==> config.mk <==
export PLATFORM = sky130hd
export DESIGN_NAME = uart_div_seq
export DESIGN_NICKNAME = d
export VERILOG_FILES = /design/src/rtl/uart_div_seq.sv
export SDC_FILE = /design/constraint.sdc
export NUM_CORES = 1
export LEC_CHECK = 0
export CAP_MARGIN = 20
export CORE_MARGIN = 2
export CORE_UTILIZATION = 47
export DETAILED_ROUTE_END_ITERATION = 6
export GPL_TIMING_DRIVEN = 0
export PLACE_DENSITY = 0.8
export SLEW_MARGIN = 30
export SYNTH_ARGS = -nofsm -noshare
export SYNTH_HDL_FRONTEND = slang
export SYNTH_SLANG_ARGS = --single-unit
export TNS_END_PERCENT = 10
==> constraint.sdc <==
create_clock -name clk -period 2.8 [get_ports clk]
set_clock_uncertainty 0.2 [all_clocks]
set_input_delay 0.28 -clock clk [delete_from_list [all_inputs] [get_ports clk]]
set_output_delay 0.28 -clock clk [all_outputs]
set_load 0.02 [all_outputs]
==> src/rtl/uart_div_seq.sv <==
// uart_div_seq: collects 4-byte divide requests from the UART, drives a shared divider,
// and returns quotient/remainder as 4 bytes; zero divisors are answered locally.
module uart_div_seq #(
    parameter int DATA_W      = 16,
    parameter int TIMEOUT_CYC = 5000000
) (
    input  logic              clk,
    input  logic              rst,
    input  logic              rx_ready,
    input  logic [7:0]        rx_data,
    output logic              div_start,
    output logic [DATA_W-1:0] div_dividend,
    output logic [DATA_W-1:0] div_divisor,
    input  logic              div_done,
    input  logic [DATA_W-1:0] div_quot,
    input  logic [DATA_W-1:0] div_rem,
    output logic              tx_ready,
    output logic [7:0]        tx_data,
    input  logic              tx_busy,
    output logic              busy,
    output logic              dz_flag,
    output logic              timeout_err,
    output logic              overrun_err
);
    localparam int TW = $clog2(TIMEOUT_CYC);

    typedef enum logic [2:0] {IDLE, RX_COLLECT, START, WAIT_DIV, TX_SEND, TX_GUARD, TX_WAIT} state_t;

    state_t state, state_nxt;
    logic rx_prev, rx_edge, accept, last, zero;
    logic [1:0] cnt, idx;
    logic [TW-1:0] tmr;
    logic [2*DATA_W-1:0] frame, res;

    assign rx_edge      = rx_ready & ~rx_prev;
    assign busy         = !(state == IDLE || state == RX_COLLECT);
    assign accept       = rx_edge & ~busy;
    assign timeout_err  = state == RX_COLLECT && tmr == TW'(TIMEOUT_CYC - 1);
    assign last         = state == RX_COLLECT && !timeout_err && rx_edge && cnt == 2'd3;
    assign zero         = {frame[7:0], rx_data} == '0;
    assign dz_flag      = last & zero;
    assign overrun_err  = rx_edge & busy;
    assign tx_ready     = state == TX_SEND && !tx_busy;
    // Bytes leave most-significant first: quot_hi, quot_lo, rem_hi, rem_lo.
    assign tx_data      = tx_ready ? 8'(res >> {~idx, 3'b000}) : 8'h00;
    assign div_dividend = frame[2*DATA_W-1:DATA_W];
    assign div_divisor  = frame[DATA_W-1:0];

    always_comb begin
        state_nxt = state;
        case (state)
            IDLE:       state_nxt = rx_edge ? RX_COLLECT : IDLE;
            RX_COLLECT: state_nxt = timeout_err ? (rx_edge ? RX_COLLECT : IDLE)
                                  : last ? (zero ? TX_SEND : START) : RX_COLLECT;
            START:      state_nxt = WAIT_DIV;
            WAIT_DIV:   state_nxt = div_done ? TX_SEND : WAIT_DIV;
            TX_SEND:    state_nxt = tx_ready ? TX_GUARD : TX_SEND;
            TX_GUARD:   state_nxt = TX_WAIT;
            TX_WAIT:    state_nxt = tx_busy ? TX_WAIT : (idx == 2'd3 ? IDLE : TX_SEND);
            default:    state_nxt = IDLE;
        endcase
    end

    always_ff @(posedge clk or posedge rst) begin
        if (rst) begin
            state     <= IDLE;
            rx_prev   <= 1'b0;
            cnt       <= 2'd0;
            idx       <= 2'd0;
            tmr       <= '0;
            frame     <= '0;
            res       <= '0;
            div_start <= 1'b0;
        end else begin
            state     <= state_nxt;
            rx_prev   <= rx_ready;
            div_start <= state == START;
            tmr       <= (state != RX_COLLECT || rx_edge || timeout_err) ? '0 : (&tmr ? tmr : tmr + TW'(1));
            // A byte arriving with the timeout restarts the frame as its first byte.
            if (accept) begin
                frame <= {frame[2*DATA_W-9:0], rx_data};
                cnt   <= (state == IDLE || timeout_err) ? 2'd1 : cnt + 2'd1;
            end else if (timeout_err) begin
                cnt <= 2'd0;
            end
            if (last && zero)
                res <= {{DATA_W{1'b1}}, frame[2*DATA_W-9:8]};
            else if (state == WAIT_DIV && div_done)
                res <= {div_quot, div_rem};
            if (last || (state == WAIT_DIV && div_done))
                idx <= 2'd0;
            else if (state == TX_WAIT && !tx_busy)
                idx <= idx + 2'd1;
        end
    end
endmodule
==> flow_summary.toml, run 1 <==
[pwr]
p_int_w = 0.00341
pwr-share-comb = 0.419
pwr-share-seq = 0.421
total_power_w = 0.00545
switching_share = 0.374
vdd_drop_max_mv = 0.641
p_leak_nw = 2.71
power_switching_w = 0.00204
pwr-share-clk = 0.160
powerDensity_nw_per_um2 = 870

[synthesis]
synth_seq_cells = 96
synthCells = 434
yosysMostFrequentCell = "dfrtp_1"
synth_seq_area_share = 0.504
syn_avg_cell_area_um2 = 11.0
synth_area_um2 = 4770
synth_edf_count = 0
ys_warn_count = 0
synth_top_area_frac = 0.504
yosys.area.top_type = "dfrtp_1"
ys_types = 53
synth_nets = 482
synthTopCellsByCount = "96 x dfrtp_1, 46 x nand2_1, 34 x nor2_1"
synth_top_flop_cell = "dfrtp_1"
netlist_top_cells_area = "dfrtp_1 50%, mux2_2 7.6%, mux4_2 3.8%"
async_flop_share = 1.00

[floorplanning]
ios = 91
num_rows = 36
die_area_um2 = 11000
die_h_um = 105
floorplan.initialDensity = 0.486
die_w_um = 105
design.core.area_um2 = 9820

[finish]
fin_nets = 594
antenna_cells = 0
utilization = 0.638
area.growth.synth_to_final_pct = 31.4
nFillCells = 812
instances_no_fill = 684
drive_gt1_frac = 0.209

[timing]
tns_ns = 0
finalHoldViolCount = 0
worst_slew_pin_slew_ns = 0.784
fin_ws_ns = 0.0504
slew_violations = 0
rsz0062_at_grt = "true"
finalCritPeriodShare = 0.982
max_freq_mhz = 364
setup_viol = 0
period_minus_slack_ns = 2.75
slew_headroom = 0.473

[clock_network]
cts_hold_buf = 0
worstSkewPairLatency_ns = 0.37
clockBufferDepth = 2
clock-sinks = 96
cts_tree = "yes"
cts_buffers = 9
root_buffer = "clkbuf_8"
cts.clk_slew.worst_paths_ns = 0.09
htree_levels = 3

[route]
wl_per_cell_um = 17.9
vias = 3890
drtIter0Drc = 217
antenna_left = 0
viasPerCell = 5.69
drc = 0
dr.pass1.iters = 4
drt-total-wl_um = 12300

[critical_path]
reg2reg_depth = 7
worst-path-max-fanout = 17
reg2reg_to = "res[1]"
r2r_slack_ns = 0.22
worst_ep_required_time_ns = 2.32
regToRegStartpoint = "frame[5]"
cp_common_cell = "or4_4"
worst_path_max_delay_cell = "or4_4"
critical_path_arrival_ns = 2.27
startpoint_type = "flip-flop"
crit_path_cell_trace = "ha_4 > nand2_2 > or4_4 > nor3_4 > or4_4 > buf_12 > inv_1 > buf_2"
end_kind = "output pin"
worst_path_largest_cell_delay_ns = 0.58
critPathKind = "flip-flop to output pin"

[worst_hold_path]
hold_class = "input port to async pin"

[global_routing]
grt_overflow = 0
grt_usage = 0.231
grt_pass1_wl_um = 20200
grt_max_degree = 25
antenna_found_initial = 0
grt_pass1_vias = 3941

[place]
gp_congestion = 0.901
place_ws_ns = -0.634
portBuffers = 90
hpwl_um = 9050
dp.cells = 661

[run]
drv_cap = 0

[outcome]
status = "finished clean"
==> per-layer routing <==
layer / vias up / global-route usage / wire length (um)
met5: - / 0 / 0
met4: 0 / 0.0971 / 374
met3: 23 / 0.0474 / 444
met2: 111 / 0.370 / 6010
met1: 1958 / 0.306 / 5430
li1: 1798 / - / -
==> cells in the final DEF (no fill, tap or decap), types with 3 or more instances in the layout <==
| master | instances |
|---|---|
| dfrtp_1 | 94 |
| clkdlybuf4s50_1 | 86 |
| nand2_1 | 45 |
| nor2_1 | 34 |
| mux2_2 | 32 |
| nand3_1 | 17 |
| a22o_1 | 17 |
| a21o_1 | 16 |
| nand4_1 | 15 |
| a21oi_1 | 14 |
| buf_2 | 11 |
| xnor2_1 | 11 |
| and2_1 | 10 |
| nand3_2 | 10 |
| buf_4 | 9 |
| clkbuf_8 | 9 |
| inv_1 | 8 |
| mux4_2 | 8 |
| nor3_1 | 8 |
| clkbuf_1 | 7 |
| o21ai_0 | 7 |
| nor4_2 | 6 |
| nor4_1 | 5 |
| xor2_1 | 5 |
| or4_1 | 4 |
| and3_1 | 4 |
| or3_1 | 4 |
| buf_16 | 4 |
| nand2b_1 | 3 |
==> critical path: cells and delay by family (launching register included) <==
| family | cells | cell delay [ns] |
|---|---|---|
| adders and majority gates | 1 | 0.17 |
| and+or+nand+nor | 4 | 1.00 |
| buffers and inverters | 3 | 0.34 |
| DFF | 1 | 0.40 |
==> how the worst max path moves through the flow <==
stage          slack (ns)       start          end  cells past startpoint
2_1_floorplan        0.32      tmr[0]  timeout_err                      4
3_3_place_gp        -0.59  rx_data[0]      dz_flag                      8
3_5_place_dp        -0.63  rx_data[0]      dz_flag                      8
4_1_cts            -0.006      tmr[0]  timeout_err                      5
5_1_grt             -0.06      tmr[1]      dz_flag                      8
6_report             0.05      tmr[0]      dz_flag                      8
==> state kept, by name, indices dropped and copies added, names as in the netlist <==
signal	cells
frame	32
res	32
tmr	23
state	3
cnt	2
idx	2
div_start	1
rx_prev	1
==> logic make-up (layout without fill, tap and decap cells) <==
group | Yosys count | after routing | synth area share
adders and majority gates | 3 | 3 | 0.00787
DFF | 96 | 96 | 0.504
muxes | 42 | 42 | 0.118
buffers and inverters | 31 | 148 | 0.0310
and+or+nand+nor | 181 | 181 | 0.209
AOI/OAI and AO/OA | 65 | 65 | 0.102
xor gates and xnor gates | 16 | 16 | 0.0294
==> per-stage QoR <==
stage                     area, um^2  hold slack (ns)
after floorplan                 4770            0.111
after global placement          5840            0.256
after detailed placement        5960            0.265
after CTS                       6260            0.119
after global routing            6270            0.133
final                           6270            0.114
==> power by group through the flow <==
stage	registers (W)	logic (W)	clock network (W)
after floorplan	0.00247	0.00104	0
after global placement	0.00229	0.00209	0
after detailed placement	0.00232	0.00218	0
after CTS	0.00228	0.00229	0.000885
after global routing	0.00236	0.00245	0.000950
final	0.00230	0.00228	0.000870
==> timing repair <==
item / in CTS / in global routing
setup endpoints to repair: 10 / 6
buffers inserted: 8 / 0
pin swaps: 6 / 0
resized for setup: 24 / 5
gates cloned: 0 / 0
==> cell type report <==
cell class	count	area (um^2)	area share
inverter	9	37.5	0.00599
buffer	21	113	0.0180
tap	133	166	0.0266
clock inverter	7	61.3	0.00978
timing repair buffer	102	1060	0.170
sequential	96	2400	0.384
clock buffer	9	124	0.0198
multi-input combinational	307	2300	0.367
Note: power is estimated with default switching activity, not from simulation.
==> inputs of run 2 (changes only) <==
--- a/config.mk
+++ b/config.mk
@@ -9,6 +9,7 @@
 export CORE_MARGIN = 2
 export CORE_UTILIZATION = 47
 export DETAILED_ROUTE_END_ITERATION = 6
+export GPL_ROUTABILITY_DRIVEN = 0
 export GPL_TIMING_DRIVEN = 0
 export PLACE_DENSITY = 0.8
 export SLEW_MARGIN = 30
==> run 2 against run 1 <==
  * Register-to-register slack lost 0.06 ns
  * Critical endpoint unchanged
  * Power decreased by 0.39%
  * Critical path type unchanged
  * Die area unchanged
  * Critical path depth shrank 1
  * Non-clock buffer count rose by 12
==> flow_summary.toml, run 2 (synthesized netlist as in run 1, its figures left out) <==
[pwr]
pwr-share-clk = 0.156
vdd_drop_max_mv = 0.602
total_power_w = 0.00543
p_int_w = 0.00342
p_leak_nw = 2.70
power_switching_w = 0.00201
powerDensity_nw_per_um2 = 861
pwr-share-seq = 0.423
switching_share = 0.371
pwr-share-comb = 0.422

[floorplanning]
num_rows = 36
floorplan.initialDensity = 0.486
ios = 91
die_area_um2 = 11000
die_h_um = 105
design.core.area_um2 = 9820
die_w_um = 105

[route]
antenna_left = 0
drc = 0
wl_per_cell_um = 17.5
viasPerCell = 5.63
drtIter0Drc = 208
drt-total-wl_um = 12200
vias = 3918
dr.pass1.iters = 5

[finish]
area.growth.synth_to_final_pct = 32.2
fin_nets = 606
layout_commonest_cell = "dfrtp_1"
top_regs = "frame (32), res (32), tmr (23)"
antenna_cells = 0
stdcell_area_um2 = 6300
instances_no_fill = 696
final_cell_mix = "92 x dfrtp_1, 88 x clkdlybuf4s50_1, 45 x nand2_1"
drive_gt1_frac = 0.227

[worst_hold_path]
hold_class = "input port to async pin"

[timing]
finalCritPeriodShare = 0.981
slew_violations = 0
rsz0062_at_grt = "true"
worst_slew_pin_slew_ns = 0.792
finalHoldViolCount = 0
slew_headroom = 0.468
max_freq_mhz = 364
tns_ns = 0
setup_viol = 0
period_minus_slack_ns = 2.75

[global_routing]
grt_pass1_wl_um = 19600
grt_pass1_vias = 3938
grt_overflow = 0
grt_usage = 0.224
antenna_found_initial = 0
grt_max_degree = 30

[critical_path]
critPathKind = "flip-flop to output pin"
end_kind = "output pin"
cp_top_family = "simple AND/OR/NAND/NOR gates"
worst_ep_required_time_ns = 2.32
critical_path_arrival_ns = 2.27
startpoint_type = "flip-flop"
critPathBufInv = 3
cp_common_cell = "or4_4"
worst_path_max_delay_cell = "or4_4"
crit_path_cell_trace = "nand4bb_4 > or4_4 > nor3_4 > or4_4 > buf_12 > inv_2 > buf_6"
worst-path-max-fanout = 7
worst_path_largest_cell_delay_ns = 0.58

[clock_network]
worstSkewPairLatency_ns = 0.36
cts.clk_slew.worst_paths_ns = 0.09
htree_levels = 3
root_buffer = "clkbuf_8"
cts_tree = "yes"
clock-sinks = 96
cts_buffers = 9
cts_hold_buf = 0
clockBufferDepth = 2

[place]
hpwl_um = 8890
portBuffers = 90
dp.cells = 660
placed_area_um2 = 5910

[run]
drv_cap = 0

[outcome]
status = "finished clean"
==> run 2: layout make-up <==
class	instances	area, um^2
Buffer	20	108
Clock buffer	10	128
Clock inverter	6	51.3
Fill cell	805	3510
Inverter	9	37.5
Multi-Input combinational cell	307	2280
Sequential cell	96	2410
Tap cell	133	166
Timing Repair Buffer	115	1130
==> run 2: metrics by stage <==
stage          setup WS [ns]   util  hold slack [ns]
6_report              0.0536  0.642           0.0523
5_1_grt            -0.000548  0.642           0.0819
4_1_cts               0.0141  0.631           0.0545
3_5_place_dp          -0.607  0.601            0.266
3_3_place_gp          -0.590  0.595            0.256
2_1_floorplan          0.323      -            0.111
==> run 2: layer usage <==
layer	GRT usage	up-vias	wire length, um
li1	-	1827	-
met1	0.294	1960	5280
met2	0.371	112	6210
met3	0.0368	19	496
met4	0.0876	0	234
met5	0	-	0
==> run 2: power by group through the flow <==
stage	clock [W]	sequential [W]	combinational, W
after global placement	0	0.00229	0.00209
after detailed placement	0	0.00232	0.00216
after global routing	0.000928	0.00235	0.00246
after CTS	0.000866	0.00228	0.00228
after floorplan	0	0.00247	0.00104
final	0.000844	0.00230	0.00229
==> run 2: repair_timing <==
action                                  4_1_cts  5_1_grt
gates resized for setup                      20        9
endpoints found under the setup margin       10        3
pin swaps                                     7        4
setup buffers                                10       12
==> run 2: worst paths after layout <==
check,startpoint,to,slack (ns),cells after the start
max in group asynchronous,rst,frame[15],1.46,5
min reg2reg,res[0],res[0],0.29,1
min,rst,tmr[15],0.05,2
max,tmr[10],dz_flag,0.05,7
max reg2reg,frame[1],res[8],0.16,7
min in group clk,rx_ready,rx_prev,0.22,1
==> inputs of run 3 (changes only) <==
--- a/config.mk
+++ b/config.mk
@@ -12,6 +12,7 @@
 export GPL_ROUTABILITY_DRIVEN = 0
 export GPL_TIMING_DRIVEN = 0
 export PLACE_DENSITY = 0.8
+export RECOVER_POWER = 25
 export SLEW_MARGIN = 30
 export SYNTH_ARGS = -nofsm -noshare
 export SYNTH_HDL_FRONTEND = slang
==> run 3 against run 2 <==
  * Combinational power barely moved
  * First-iteration DRC count is 4.3% higher
  * Design area fell by 0.28%
  * Utilization down 0.18 points
  * Fmax about the same
  * Clock-buffer cell count stayed put
  * Sequential power hardly changed
  * Setup slack improved by 0.0021 ns
  * Critical path depth unchanged
  * Non-clock buffer count unchanged
  * Clock power is essentially flat
  * Flip-flop and latch count unchanged
==> flow_summary.toml, run 3 (synthesized netlist as in run 1, its figures left out) <==
[pwr]
switching_share = 0.371
pwr-share-comb = 0.421
p_int_w = 0.00341
pwr-share-clk = 0.156
power_switching_w = 0.00202
powerDensity_nw_per_um2 = 863
vdd_drop_max_mv = 0.601
pwr-share-seq = 0.423
p_leak_nw = 2.70

[timing]
finalHoldViolCount = 0
slew_headroom = 0.466
setup_viol = 0
max_freq_mhz = 364
rsz0062_at_grt = "true"
fin_ws_ns = 0.0557
finalCritPeriodShare = 0.980
slew_violations = 0
period_minus_slack_ns = 2.74
worst_slew_pin_slew_ns = 0.795

[finish]
stdcell_area_um2 = 6290
area.growth.synth_to_final_pct = 31.8
top_regs = "frame (32), res (32), tmr (23)"
drive_gt1_frac = 0.227
fin_nets = 606
layout_commonest_cell = "dfrtp_1"
final_cell_mix = "92 x dfrtp_1, 86 x clkdlybuf4s50_1, 45 x nand2_1"
antenna_cells = 0

[floorplanning]
die_h_um = 105
die_w_um = 105
num_rows = 36
die_area_um2 = 11000
design.core.area_um2 = 9820
floorplan.initialDensity = 0.486
ios = 91

[critical_path]
r2r_slack_ns = 0.17
reg2reg_to = "res[8]"
worst_ep_required_time_ns = 2.32
end_kind = "output pin"
worst-path-max-fanout = 7
startpoint_type = "flip-flop"
regToRegStartpoint = "frame[1]"
critPathKind = "flip-flop to output pin"
reg2reg_depth = 7
critical_path_arrival_ns = 2.26

[global_routing]
antenna_found_initial = 0
grt_max_degree = 30
grt_overflow = 0
grt_usage = 0.224
grt_pass1_wl_um = 19600
grt_pass1_vias = 3938

[clock_network]
cts.clk_slew.worst_paths_ns = 0.09
worstSkewPairLatency_ns = 0.36
root_buffer = "clkbuf_8"
clock-sinks = 96
cts_buffers = 9
cts_tree = "yes"
cts_hold_buf = 0
clockBufferDepth = 2
htree_levels = 3

[place]
place_ws_ns = -0.607
placed_area_um2 = 5910
portBuffers = 90
hpwl_um = 8890

[route]
antenna_left = 0
drtIter0Drc = 217
drc = 0
wl_per_cell_um = 17.6
dr.pass1.iters = 5
vias = 3941
viasPerCell = 5.66
drt-total-wl_um = 12200

[worst_hold_path]
hold_class = "input port to async pin"

[outcome]
status = "finished clean"

[run]
drv_cap = 0
run 3: cell types whose count changed in the layout (fill, tap and decap cells not counted):
cell | previous run | this run
clkbuf_2 | 2 | 3
clkinvlp_2 | 0 | 1
clkinvlp_4 | 4 | 3
dlygate4sd3_1 | 0 | 2
buf_12 | 4 | 3
clkdlybuf4s50_1 | 88 | 86
run 3: final cells by class:
type,instances,area (um^2)
flip-flops and latches,96,2410
inverters,9,35.0
clock inverters,6,51.3
repair buffers,115,1110
plain buffers,20,108
fillers,808,3530
well taps,133,166
clock buffers,10,128
multi-input cells,307,2280
run 3: power by group through the flow:
stage	logic, W	clock network (W)	registers (W)
5_1_grt	0.00246	0.000928	0.00235
2_1_floorplan	0.00104	0	0.00247
6_report	0.00228	0.000846	0.00230
3_3_place_gp	0.00209	0	0.00229
3_5_place_dp	0.00216	0	0.00232
4_1_cts	0.00228	0.000866	0.00228
run 3: what timing repair did:
item / CTS / global route
pin swaps: 7 / 4
buffers inserted: 10 / 12
resized for setup: 20 / 9
hold endpoints to repair: 0 / 0
setup endpoints to repair: 10 / 3
run 3: worst max-delay path by stage:
stage                           from     endpoint  cells after the start
after floorplan               tmr[0]  timeout_err                      4
after global routing         tmr[10]      dz_flag                      7
after global placement    rx_data[0]      dz_flag                      8
after detailed placement  rx_data[1]      dz_flag                      8
after CTS                     tmr[1]      dz_flag                      8
final                        tmr[10]      dz_flag                      7
run 3: critical path, cell delays in order, from the launching register on:
cell and delay [ns]:
dfrtp_2 0.46, nand4bb_4 0.24, or4_4 0.58, nor3_4 0.20
or4_4 0.16, buf_12 0.10, inv_2 0.03, buf_6 0.12
run 3: layer usage:
metal,up-vias,wire length [um],global-route usage
met3,21,504,0.0368
met2,124,6220,0.371
met4,0,244,0.0876
li1,1824,-,-
met5,-,0,0
met1,1972,5280,0.294
run 3: stage by stage:
step                      total power, W   TNS [ns]  hold WS [ns]  utilization  cells
final                            0.00543          0         0.264        0.640    696
after global placement           0.00438      -3.41         0.256        0.595    657
after detailed placement         0.00448      -1.85         0.266        0.601    660
after global routing             0.00573  -0.000548         0.287        0.640    696
after floorplan                  0.00352          0         0.111            -    434
after CTS                        0.00542          0        0.0545        0.631    685
